$ cat src/rtl/sound_pkg.sv
`default_nettype none
// ============================================================================
// Module   : sound_pkg
// Brief    : Shared constants and state encoding for the sound command path.
// Revision : 1.0
// ============================================================================
package sound_pkg;

  localparam int CMD_W = 6;
  localparam logic [CMD_W-1:0] SND_IDLE = 6'h3F;

  typedef enum logic [1:0] {
    IDLE  = 2'd0,
    DRIVE = 2'd1,
    GAP   = 2'd2
  } state_t;

endpackage
`default_nettype wire

$ cat src/rtl/sound_req_slot.sv
`default_nettype none
// ============================================================================
// Module   : sound_req_slot
// Brief    : One pending command slot; a new request wins over a same-cycle
//            grant and flags an overwrite of an ungranted command.
// Revision : 1.0
// ============================================================================
module sound_req_slot
  import sound_pkg::*;
(
  input  logic             clk_4e,
  input  logic             rst_n,
  input  logic             req,
  input  logic [CMD_W-1:0] cmd_in,
  input  logic             grant,
  output logic             valid,
  output logic [CMD_W-1:0] cmd,
  output logic             ovf
);

  logic             r_valid;
  logic [CMD_W-1:0] r_cmd;
  logic             r_ovf;

  always_ff @(posedge clk_4e or negedge rst_n) begin
    if (!rst_n) begin
      r_valid <= 1'b0;
      r_cmd   <= SND_IDLE;
      r_ovf   <= 1'b0;
    end else begin
      r_ovf <= 1'b0;
      if (req) begin
        r_valid <= 1'b1;
        r_cmd   <= cmd_in;
        // A command being granted this cycle is not lost, so it is no overwrite.
        r_ovf   <= r_valid && !grant;
      end else if (grant) begin
        r_valid <= 1'b0;
      end
    end
  end

  assign valid = r_valid;
  assign cmd   = r_cmd;
  assign ovf   = r_ovf;

endmodule
`default_nettype wire

$ cat src/rtl/sound_cmd_sched.sv
`default_nettype none
// ============================================================================
// Module   : sound_cmd_sched
// Brief    : Fixed-priority scheduler driving the sound board pb/hand bus with
//            a fixed hold window and idle gap per command.
// Revision : 1.0
// ============================================================================
module sound_cmd_sched
  import sound_pkg::*;
#(
  parameter int NREQ        = 4,
  parameter int HOLD_CYCLES = 16,
  parameter int GAP_CYCLES  = 8
) (
  input  logic                  clk_4e,
  input  logic                  rst_n,
  input  logic [NREQ-1:0]       req,
  input  logic [CMD_W*NREQ-1:0] cmd,
  output logic [NREQ-1:0]       ack,
  output logic [NREQ-1:0]       ovf,
  output logic [CMD_W-1:0]      pb,
  output logic                  hand,
  output logic                  busy
);

  localparam int MAX_CYC = (HOLD_CYCLES > GAP_CYCLES) ? HOLD_CYCLES : GAP_CYCLES;
  localparam int CNT_W   = $clog2(MAX_CYC + 1);

  // Reset asserts asynchronously but releases on a clock edge.
  logic [1:0] r_rst_sync;
  logic       w_rst_n;

  always_ff @(posedge clk_4e or negedge rst_n) begin
    if (!rst_n) r_rst_sync <= 2'b00;
    else        r_rst_sync <= {r_rst_sync[0], 1'b1};
  end

  assign w_rst_n = r_rst_sync[1];

  logic [NREQ-1:0]  w_valid;
  logic [CMD_W-1:0] w_slot_cmd [NREQ];
  logic [NREQ-1:0]  w_take;
  logic [CMD_W-1:0] w_grant_cmd;

  state_t           r_state;
  logic [CNT_W-1:0] r_cnt;
  logic [NREQ-1:0]  r_ack;
  logic [CMD_W-1:0] r_pb;
  logic             r_hand;
  logic             r_busy;

  for (genvar gi = 0; gi < NREQ; gi++) begin : g_slot
    sound_req_slot u_slot (
      .clk_4e (clk_4e),
      .rst_n  (w_rst_n),
      .req    (req[gi]),
      .cmd_in (cmd[CMD_W*gi +: CMD_W]),
      .grant  (w_take[gi]),
      .valid  (w_valid[gi]),
      .cmd    (w_slot_cmd[gi]),
      .ovf    (ovf[gi])
    );
  end

  // Lowest pending index wins, and only while the bus is idle.
  always_comb begin
    logic w_found;
    w_found     = 1'b0;
    w_take      = '0;
    w_grant_cmd = SND_IDLE;
    for (int i = 0; i < NREQ; i++) begin
      if (w_valid[i] && !w_found && r_state == IDLE) begin
        w_found     = 1'b1;
        w_take[i]   = 1'b1;
        w_grant_cmd = w_slot_cmd[i];
      end
    end
  end

  always_ff @(posedge clk_4e or negedge w_rst_n) begin
    if (!w_rst_n) begin
      r_state <= IDLE;
      r_cnt   <= '0;
      r_ack   <= '0;
      r_pb    <= SND_IDLE;
      r_hand  <= 1'b0;
      r_busy  <= 1'b0;
    end else begin
      r_ack <= w_take;
      case (r_state)
        IDLE: begin
          // Granting an idle-valued command acknowledges it without touching the bus.
          if ((|w_take) && (w_grant_cmd != SND_IDLE)) begin
            r_pb    <= w_grant_cmd;
            r_hand  <= 1'b1;
            r_busy  <= 1'b1;
            r_cnt   <= CNT_W'(HOLD_CYCLES - 1);
            r_state <= DRIVE;
          end
        end
        DRIVE: begin
          if (r_cnt == '0) begin
            r_pb    <= SND_IDLE;
            r_hand  <= 1'b0;
            r_cnt   <= CNT_W'(GAP_CYCLES - 1);
            r_state <= GAP;
          end else begin
            r_cnt <= r_cnt - CNT_W'(1);
          end
        end
        GAP: begin
          if (r_cnt == '0) begin
            r_busy  <= 1'b0;
            r_state <= IDLE;
          end else begin
            r_cnt <= r_cnt - CNT_W'(1);
          end
        end
        default: r_state <= IDLE;
      endcase
    end
  end

  assign ack  = r_ack;
  assign pb   = r_pb;
  assign hand = r_hand;
  assign busy = r_busy;

endmodule
`default_nettype wire

$ cat config.mk
export PLATFORM = sky130hd
export DESIGN_NAME = sound_cmd_sched
export DESIGN_NICKNAME = d
export VERILOG_FILES = /design/src/rtl/sound_pkg.sv /design/src/rtl/sound_req_slot.sv /design/src/rtl/sound_cmd_sched.sv
export SDC_FILE = /design/constraint.sdc
export NUM_CORES = 1
export LEC_CHECK = 0
export ABC_AREA = 1
export CORE_MARGIN = 3
export CORE_UTILIZATION = 40
export DETAILED_ROUTE_END_ITERATION = 16
export RECOVER_POWER = 50
export SLEW_MARGIN = 30
export SYNTH_ARGS = -nofsm -noshare
export SYNTH_HDL_FRONTEND = slang
export SYNTH_SLANG_ARGS = --single-unit
$ cat constraint.sdc
create_clock -name clk_4e -period 2.22 [get_ports clk_4e]
set_input_delay 0.333 -clock clk_4e [delete_from_list [all_inputs] [get_ports clk_4e]]
set_output_delay 0.333 -clock clk_4e [all_outputs]
set_load 0.01 [all_outputs]
==> metrics.md <==
| Metric | Value |
|---|---|
| Clock Sinks | 53 |
| Leakage | 1.54 nW |
| Setup repair bufs after CTS | 0 |
| Vias | 1987 |
| Post-synth EDFFs | 0 |
| Slowest cell on the critical path | dfrtp_1 |
| Layout cells sized above 1 | 19.2% |
| Uppermost layer routed | met4 |
| Chip Height | 85.9 um |
| Maxcap violations | 0 |
| Die footprint | 7380 um2 |
| Unrepaired setup endpoints after global routing | false |
| Final Cell Area | 3200 um2 |
| Met2 WL | 2.33 mm |
| Initial core utilization | 42.1% |
| Count leader, synth | nand2_1 |
| Startpoint Class | flop |
| Power Density | 1310 nW/um2 |
| Routed WL per cell | 12.4 um |
| Worst-path maximum fanout | 10 |
| Max-slew violations | 0 |
| Logic pwr share | 51.8% |
| R2R depth | 11 |
| Fin. Hold Viols | 0 |
| First-pass DRT Iterations | 4 |
| Critical Path End | busy |
| Yosys cell types | 31 |
| Gr usage total | 15.6% |
| Setup crit end kind | flop |
| ANT cells | 0 |
| Area occupied by multi-input gates | 1010 um2 |
| Top post-synthesis cells by area | dfstp_2, dfrtp_1, nand2_1 |
| Reg-to-reg slack, setup | 0.18 ns |
| Setup ws final | 0.176 ns |
| Largest stage delay, worst path | 0.43 ns |
| Top_reg_cell synth | dfstp_2 |
| Met3 routed WL | 241 um |
| Placed cell areas | 3080 um2 |
| Worst rel slew slack | 20.1% |
| Clock Path Buffers | 2 |
| Total CTS buffers | 5 |
| Clk slew on worst S/H paths | 0.10 ns |
| Min cycle time layout | 2.04 ns |
| ANT nets after route | 0 |
| Synth area leader | dfstp_2 |
| Fmax | 0.489 GHz |
| Clk_skew | 0.00447 ns |
| Post-synth top cells | nand2_1, inv_1, dfstp_2 |
| CTS H-tree depth | 2 |
| Total gr overflow | 0 |
| Crit path from | r_state[0] |
| Synthesized area | 2550 um2 |
| Slew @ Worst Pin | 1.20 ns |
| DR vias/cell | 4.69 |
| Outcome | finished clean |
| WL met1 | 2.65 mm |
| Cell Rows | 28 |
| Initial antenna violation count | 0 |
| Filler Cell Count | 592 |
| Max VDD drop | 0.639 mV |
| Root Driver | clkbuf_8 |
| Area growth, synth to finish | 25.5% |
| Largest net degree at the start of global routing | 52 |
| Reg2reg start | r_state[0] |
| Required time of the critical path | 2.42 ns |
| Cells after Synth | 298 |
| Seq cells post-synth | 53 |
| Int Pwr | 2.43 mW |
| Reg area | 1370 um2 |
| YS warnings | 0 |
| Clk network pwr share | 13.1% |
| Drt drc | 0 |
| Sequential fraction of design power | 35.2% |
| Worst-Skew Late Latency | 0.31 ns |
| Switching share of power | 41.9% |
| Reg-to-Reg End | busy |
| Layout Nets | 384 |
| Setup Slack @ Placement | -0.0654 ns |
| Routability cong. | 0.799 |
| Min-Delay Path Class | in -> async |
| P_sw | 1.75 mW |
| WL final | 5.27 mm |
| CP arrival | 2.25 ns |
| TritonCTS clock tree | built |
| Number of I/O port buffers | 45 |
| DP HPWL | 4.00 mm |
| Cell Chain, Critical Path | inv_2 > ha_4 > nand2_4 > nand4_2 > inv_2 > nand2_1 > nand3_1 > nor2_4 > nand3_2 > nand3_1 > nand2_1 |
| 1st-iter DRT viols | 81 |
| Top-area cell type share of the netlist area | 30.9% |
| First-pass GRT wire length | 9.14 mm |
| Final setup viols | 0 |
| Setup TNS | 0 ns |
| I/O Pins | 46 |
| CP Class | reg -> reg |
| End-of-flow core utilization | 52.9% |
| Fin crit share | 92.1% |
| Average cell area after synthesis | 8.57 um2 |
| Vias in the first global route | 1897 |
| Syn nets | 334 |
| Asr flop ratio synth | 100% |
| Post-synthesis sequential area ratio | 53.4% |
| Die W | 85.9 um |
| Core Area | 6060 um2 |
[power by group through the flow]
stage          registers [mW]  clock network (mW)  logic, mW
3_3_place_gp             1.49                   0       1.99
3_5_place_dp             1.49                   0       2.02
6_report                 1.47               0.548       2.17
2_1_floorplan            1.51                   0       1.34
4_1_cts                  1.48               0.562       2.03
5_1_grt                  1.51               0.603       2.45
[cell families (layout without fill, tap and decap cells)]
logic type / Yosys count / after routing / synth area share [%]
and+or+nand+nor: 146 / 148 / 25.4
DFF: 53 / 53 / 53.4
buffers and inverters: 52 / 101 / 8.82
AOI/OAI and AO/OA: 38 / 38 / 8.57
adders and majority gates: 6 / 6 / 2.94
xor gates and xnor gates: 2 / 2 / 0.686
other: 1 / 1 / 0.147
[final cells by class]
cell class                      instances  share of cell area [%]
Clock buffer                            6                    2.26
Clock inverter                          2                   0.430
Inverter                               42                    4.92
Multi-Input combinational cell        195                    31.6
Sequential cell                        53                    42.6
Tap cell                               75                    2.93
Timing Repair Buffer                   51                    15.3
[registers in the layout (all words and copies together) (netlist names)]
signal,flops
hand,1
r_cnt,5
busy,1
ack,4
r_rst_sync,2
r_state,2
g_slot.u_slot.valid,4
g_slot.u_slot.ovf,4
pb,6
g_slot.u_slot.cmd,24
[worst min path at each step]
stage                          to  cells past startpoint  slack [ns]     startpoint
floorplan           r_rst_sync[0]                      0        0.04          rst_n
global placement    r_rst_sync[1]                      0        0.33  r_rst_sync[0]
detailed placement  r_rst_sync[1]                      0        0.34  r_rst_sync[0]
CTS                 r_rst_sync[0]                      1        0.18          rst_n
global route        r_rst_sync[0]                      1        0.24          rst_n
finish              r_rst_sync[0]                      1        0.24          rst_n
[placed cells by master (no fill, tap or decap), drive strengths merged, types with 4 or more instances in the layout]
cell type,count
nor3,4
clkdlybuf4s50,42
a21oi,6
clkbuf,8
o21ai,28
dfrtp,23
ha,6
inv,42
nand4,4
nand3,22
buf,4
nand2,97
dfstp,30
nor2,21
[layer usage]
layer	global-route usage [%]	vias up
li1	-	1027
met1	22.8	902
met2	23.8	53
met3	3.17	5
met4	3.45	0
met5	0	-
[critical path: cells and delay by family, from the launching register on]
kind	cells	cell delay [ns]
adders and majority gates	1	0.21
buffers and inverters	2	0.18
DFF	1	0.43
and+or+nand+nor	8	1.11
[stage by stage]
stage	instances	power, mW	hold WS (ns)
after floorplan	298	2.85	0.0374
after global placement	414	3.48	0.335
after detailed placement	414	3.51	0.340
after CTS	422	4.07	0.176
after global routing	424	4.57	0.236
final	424	4.19	0.245
[timing repair]
item                       in CTS  in global routing
setup endpoints to repair      15                 15
cloned                          0                  2
pin swaps                       0                  2
hold buffers                    0                  0
resized for setup               1                  6
(Power assumes the default switching activity.)
